## config.mk

```make
export PLATFORM = sky130hd
export DESIGN_NAME = cacheline_arbiter
export DESIGN_NICKNAME = d
export VERILOG_FILES = /design/src/rtl/cacheline_arbiter.sv
export SDC_FILE = /design/constraint.sdc
export NUM_CORES = 1
export LEC_CHECK = 0
export ABC_AREA = 1
export ABC_CLOCK_PERIOD_IN_PS = 3200
export CAP_MARGIN = 20
export CORE_AREA = 3 3 577 579
export CTS_CLUSTER_SIZE = 14
export DETAILED_ROUTE_END_ITERATION = 8
export DIE_AREA = 0 0 580 582
export PLACE_DENSITY = 0.3
export SLEW_MARGIN = 20
export SYNTH_ARGS = -nofsm -noshare
export SYNTH_HDL_FRONTEND = slang
export SYNTH_SLANG_ARGS = --single-unit
```

## constraint.sdc

```tcl
create_clock -name clk -period 3.2 [get_ports clk]
set_clock_uncertainty 0.2 [all_clocks]
set_input_delay 0.96 -clock clk [delete_from_list [all_inputs] [get_ports clk]]
set_output_delay 0.96 -clock clk [all_outputs]
set_load 0.005 [all_outputs]
```

## src/rtl/cacheline_arbiter.sv

```systemverilog
// Two-client cacheline arbiter: muxes L1 I-side and D-side line requests onto one
// lower-level cacheline port, latching each granted command and keeping saturating perf counters.
module cacheline_arbiter #(
   parameter int LINE_W = 256,
   parameter int ADDR_W = 32,
   parameter int CNT_W  = 32
) (
   input  logic              clk,
   input  logic              rst,
   input  logic              i_read,
   input  logic [ADDR_W-1:0] i_address,
   output logic [LINE_W-1:0] i_rdata,
   output logic              i_resp,
   input  logic              d_read,
   input  logic              d_write,
   input  logic [ADDR_W-1:0] d_address,
   input  logic [LINE_W-1:0] d_wdata,
   output logic [LINE_W-1:0] d_rdata,
   output logic              d_resp,
   output logic              c_read,
   output logic              c_write,
   output logic [ADDR_W-1:0] c_address,
   output logic [LINE_W-1:0] c_wdata,
   input  logic [LINE_W-1:0] c_rdata,
   input  logic              c_resp,
   output logic [CNT_W-1:0]  i_grant_cnt,
   output logic [CNT_W-1:0]  d_grant_cnt,
   output logic [CNT_W-1:0]  conflict_cnt
);

   typedef enum logic [1:0] {
      IDLE,
      I_BUSY,
      D_BUSY
   } state_e;

   state_e              state_q, state_d;
   logic                lastGrant_q, lastGrant_d;
   logic                cRead_q, cRead_d;
   logic                cWrite_q, cWrite_d;
   logic [ADDR_W-1:0]   cAddress_q, cAddress_d;
   logic [LINE_W-1:0]   cWdata_q, cWdata_d;
   logic [CNT_W-1:0]    iCnt_q, iCnt_d;
   logic [CNT_W-1:0]    dCnt_q, dCnt_d;
   logic [CNT_W-1:0]    conflictCnt_q, conflictCnt_d;

   logic iReq, dReq, bothReq, grantI, grantD;

   function automatic logic [CNT_W-1:0] satInc(input logic [CNT_W-1:0] v);
      return (&v) ? v : v + {{(CNT_W-1){1'b0}}, 1'b1};
   endfunction

   // On a tie the side that did not win last time gets the port (lastGrant 0 = I, 1 = D).
   assign iReq    = i_read;
   assign dReq    = d_read | d_write;
   assign bothReq = iReq & dReq;
   assign grantI  = (state_q == IDLE) & iReq & (~dReq | lastGrant_q);
   assign grantD  = (state_q == IDLE) & dReq & (~iReq | ~lastGrant_q);

   always_comb begin
      state_d       = state_q;
      lastGrant_d   = lastGrant_q;
      cRead_d       = cRead_q;
      cWrite_d      = cWrite_q;
      cAddress_d    = cAddress_q;
      cWdata_d      = cWdata_q;
      iCnt_d        = iCnt_q;
      dCnt_d        = dCnt_q;
      conflictCnt_d = conflictCnt_q;
      case (state_q)
         IDLE: begin
            if (bothReq) begin
               conflictCnt_d = satInc(conflictCnt_q);
            end
            if (grantI) begin
               state_d     = I_BUSY;
               lastGrant_d = 1'b0;
               cRead_d     = 1'b1;
               cWrite_d    = 1'b0;
               cAddress_d  = i_address;
               iCnt_d      = satInc(iCnt_q);
            end else if (grantD) begin
               // A write wins if a misbehaving client raises both read and write.
               state_d     = D_BUSY;
               lastGrant_d = 1'b1;
               cRead_d     = d_read & ~d_write;
               cWrite_d    = d_write;
               cAddress_d  = d_address;
               cWdata_d    = d_wdata;
               dCnt_d      = satInc(dCnt_q);
            end
         end
         I_BUSY, D_BUSY: begin
            if (c_resp) begin
               state_d  = IDLE;
               cRead_d  = 1'b0;
               cWrite_d = 1'b0;
            end
         end
         default: begin
            state_d  = IDLE;
            cRead_d  = 1'b0;
            cWrite_d = 1'b0;
         end
      endcase
   end

   always_ff @(posedge clk or negedge rst) begin
      if (!rst) begin
         state_q       <= IDLE;
         lastGrant_q   <= 1'b0;
         cRead_q       <= 1'b0;
         cWrite_q      <= 1'b0;
         cAddress_q    <= '0;
         cWdata_q      <= '0;
         iCnt_q        <= '0;
         dCnt_q        <= '0;
         conflictCnt_q <= '0;
      end else begin
         state_q       <= state_d;
         lastGrant_q   <= lastGrant_d;
         cRead_q       <= cRead_d;
         cWrite_q      <= cWrite_d;
         cAddress_q    <= cAddress_d;
         cWdata_q      <= cWdata_d;
         iCnt_q        <= iCnt_d;
         dCnt_q        <= dCnt_d;
         conflictCnt_q <= conflictCnt_d;
      end
   end

   // Completion is passed straight through to the owner so the return path adds no latency.
   assign i_resp       = (state_q == I_BUSY) & c_resp;
   assign d_resp       = (state_q == D_BUSY) & c_resp;
   assign i_rdata      = c_rdata;
   assign d_rdata      = c_rdata;
   assign c_read       = cRead_q;
   assign c_write      = cWrite_q;
   assign c_address    = cAddress_q;
   assign c_wdata      = cWdata_q;
   assign i_grant_cnt  = iCnt_q;
   assign d_grant_cnt  = dCnt_q;
   assign conflict_cnt = conflictCnt_q;

endmodule
```

==> metrics.md <==
| Metric | Value |
|---|---|
| Status | complete, no violations |
| Final Hold Viols | 0 |
| Fraction of layout instances using a drive strength above 1 | 8.76% |
| Placer Congestion | 0.869 |
| Final min period | 3050 ps |
| Buffers & Inverters on Critical Path | 1 |
| Final net count | 3677 |
| Setup crit end kind | primary output |
| CP Cell Sequence | clkdlybuf4s50_1 |
| Design Power | 26600 uW |
| Vias per std cell | 2.57 |
| Antenna violations before repair | 66 |
| Clk slew on worst S/H paths | 60 ps |
| Slowest library cell on the worst path | clkdlybuf4s50_1 |
| Post-DP HPWL | 160000 um |
| Vias in the first global route | 20300 |
| PortBufs | 713 |
| First-pass GRT wire length | 231000 um |
| TritonCTS clock tree | done |
| Synth Instances | 2793 |
| Largest net degree at the start of global routing | 70 |
| Final wirelength | 183000 um |
| Syn_nets | 3382 |
| Crit Path Class | reg -> out |
| Starting Density | 6.61% |
| Die area | 0.338 mm^2 |
| LEAKAGE | 0.0137 uW |
| Clk_lat worst skew | 700 ps |
| Mean Syn Cell Area | 7.76 um^2 |
| CP startpoint kind | flip-flop |
| Max-slew violations | 0 |
| Inst Count DP | 7367 |
| Die Y | 582 um |
| Max_slew headroom | 56.3% |
| Pre-Repair DR Iteration Count | 5 |
| Mapped cell area | 0.0217 mm^2 |
| Iteration-0 DRC Markers | 1065 |
| Maximum level of the CTS H-tree | 2 |
| Final hold slack | 277 ps |
| Area grow syn2layout | 54.8% |
| Delay-heaviest family, CP | buffers and inverters |
| Fmax | 0.328 GHz |
| Final non-filler cell total | 7500 |
| Fin crit share | 95.4% |
| Clock sink total | 389 |
| Ports | 1482 |
| Worst-Margin Slew | 656 ps |
| Asr flop ratio synth | 100% |
| CP arrival | 1890 ps |
| Worst Path Required | 2040 ps |
| Drt wl/cell | 24.4 um |
| Dominant cell type by area after synthesis | dfrtp_1 |
| Top-area cell type share of the netlist area | 44.9% |
| Warnings, synthesis | 0 |
| Yosys reg bits | 389 |
| Pwr/cell area | 793 mW/mm^2 |
| Hold crit path type | reg -> reg |
| DRC | 0 |
| GRT Overall Usage | 10.5% |
| Max FO, Critical Path | 6 |
| Top FF cell, synth | dfrtp_1 |
| Layout Utilization | 10.2% |
| Critical Path Max Stage Delay | 650 ps |
| Row count | 210 |
| Core area | 0.328 mm^2 |
| Worst VDD drop | 432 uV |
| Final setup vio count | 0 |
| Unique cell type count in the Yosys netlist | 32 |
| Post-synth EDFFs | 0 |
| Inserted Clock Buffers | 61 |
| Via Count | 19200 |
| Max_cap viols | 0 |
| Die width | 580 um |
| Sequential-to-total area share from yosys stat | 44.9% |
| Global route total overflow | 0 |
| RSZ-0062 raised after global routing | false |
| Setup Total Neg Slack | 0 ps |
| Final ANT Viol Nets | 0 |
| Ranking of synthesized cells by area | dfrtp_1, nand2_1, buf_4 |
| Root buf cell | clkbuf_16 |
| Clock tree buffer depth | 3 |
sequential cells by signal (all words and copies together), names as in the netlist:
name,cells
lastGrant_q,1
i_grant_cnt,32
c_write,1
c_wdata,256
c_read,1
d_grant_cnt,32
c_address,32
conflict_cnt,32
state_q,2
synthesized netlist by cell type (10+ instances only):
master       n
nand2_1   1310
buf_4      523
dfrtp_1    389
nor2_1     142
inv_1       73
nand3_1     70
buf_2       41
o21a_1      32
nand3b_1    27
nand4_1     26
clkbuf_1    24
xnor2_1     23
o21ai_0     17
nand2_2     16
xor2_1      16
o21ai_1     10
through the flow:
step,setup slack [ps],cell area [um^2]
finish,147,33500
global route,57.6,33500
CTS,-36.3,33500
detailed placement,-111,31500
global placement,-131,31500
floorplan,969,21700
final cells by class:
| class | count | area (um^2) |
|---|---|---|
| Sequential cell | 389 | 9730 |
| Fill cell | 37900 | 294000 |
| Tap cell | 4346 | 5440 |
| Antenna cell | 16 | 40.0 |
| Clock inverter | 19 | 168 |
| Multi-Input combinational cell | 1724 | 7350 |
| Inverter | 78 | 303 |
| Clock buffer | 94 | 1800 |
| Timing Repair Buffer | 834 | 8710 |
layout by cell type, fill, tap and decap left out, types with 2 or more instances in the layout:
cell type,instances
inv_1,71
nand3b_1,27
inv_2,5
nand2_4,3
xor2_1,16
clkdlybuf4s50_1,685
nor2_1,142
nand2_1,1310
clkbuf_1,18
xnor2_1,23
nand2_2,16
inv_6,2
diode_2,16
nand3_4,2
buf_12,56
dfrtp_1,389
clkinvlp_4,4
clkinv_2,8
buf_4,77
nor2_2,9
o21a_1,32
and2_1,2
nor2_4,5
ha_1,6
nor3_1,3
clkinv_8,2
o21ai_1,10
dlygate4sd2_1,13
nand3_1,69
clkbuf_8,15
nand4_1,26
clkbuf_16,61
clkinv_4,2
o21ai_0,17
cells by family (layout without fill, tap and decap cells):
| family | after synthesis | count (layout) | synth area share [%] |
|---|---|---|---|
| AO/OA/AOI/OAI | 61 | 61 | 1.78 |
| XOR/XNOR | 39 | 39 | 1.58 |
| adder cells (fa/ha/maj) | 7 | 7 | 0.404 |
| buffers and inverters | 680 | 1025 | 21.3 |
| flip-flops | 389 | 389 | 44.9 |
| other | 0 | 16 | 0 |
| AND/OR/NAND/NOR | 1617 | 1617 | 30.0 |
report_power, final:
| group | internal [uW] | total [uW] | switching, uW |
|---|---|---|---|
| clock network | 3930 | 6730 | 2800 |
| registers | 6860 | 8210 | 1350 |
| logic | 5650 | 11600 | 5990 |
| total | 16400 | 26600 | 10100 |
metal layers:
layer,vias up,wire [um],global-route usage (%)
li1,8652,-,-
met3,184,39300,9.90
met5,-,442,0.213
met4,60,3960,2.11
met1,8792,56100,9.51
met2,1551,83400,17.1
worst register-to-register path, delay by kind of cell (launching register included):
kind / cells / cell delay (ps)
adders and majority gates: 1 / 230
buffers and inverters: 2 / 480
DFF: 1 / 420
and+or+nand+nor: 8 / 950
repair_timing:
item	CTS	global route
hold endpoints to repair	24	0
hold buffers	1	0
cloned	0	0
buffers inserted	0	3
pin swaps	0	0
resized for setup	15	2
endpoints found under the setup margin	13	1
final timing paths:
| path | cells after the start | to | startpoint | slack (ps) |
|---|---|---|---|---|
| setup reg to reg | 11 | d_grant_cnt[15] | d_grant_cnt[0] | 850 |
| setup / recovery | 1 | i_grant_cnt[9] | i_grant_cnt[9] | 150 |
| min in group asynchronous | 2 | c_wdata[156] | rst | 550 |
| hold / removal | 2 | c_wdata[101] | c_wdata[101] | 280 |
| max in group asynchronous | 3 | d_grant_cnt[20] | rst | 1200 |
| hold reg to reg | 2 | c_wdata[101] | c_wdata[101] | 280 |
Note: power is estimated with default switching activity, not from simulation.
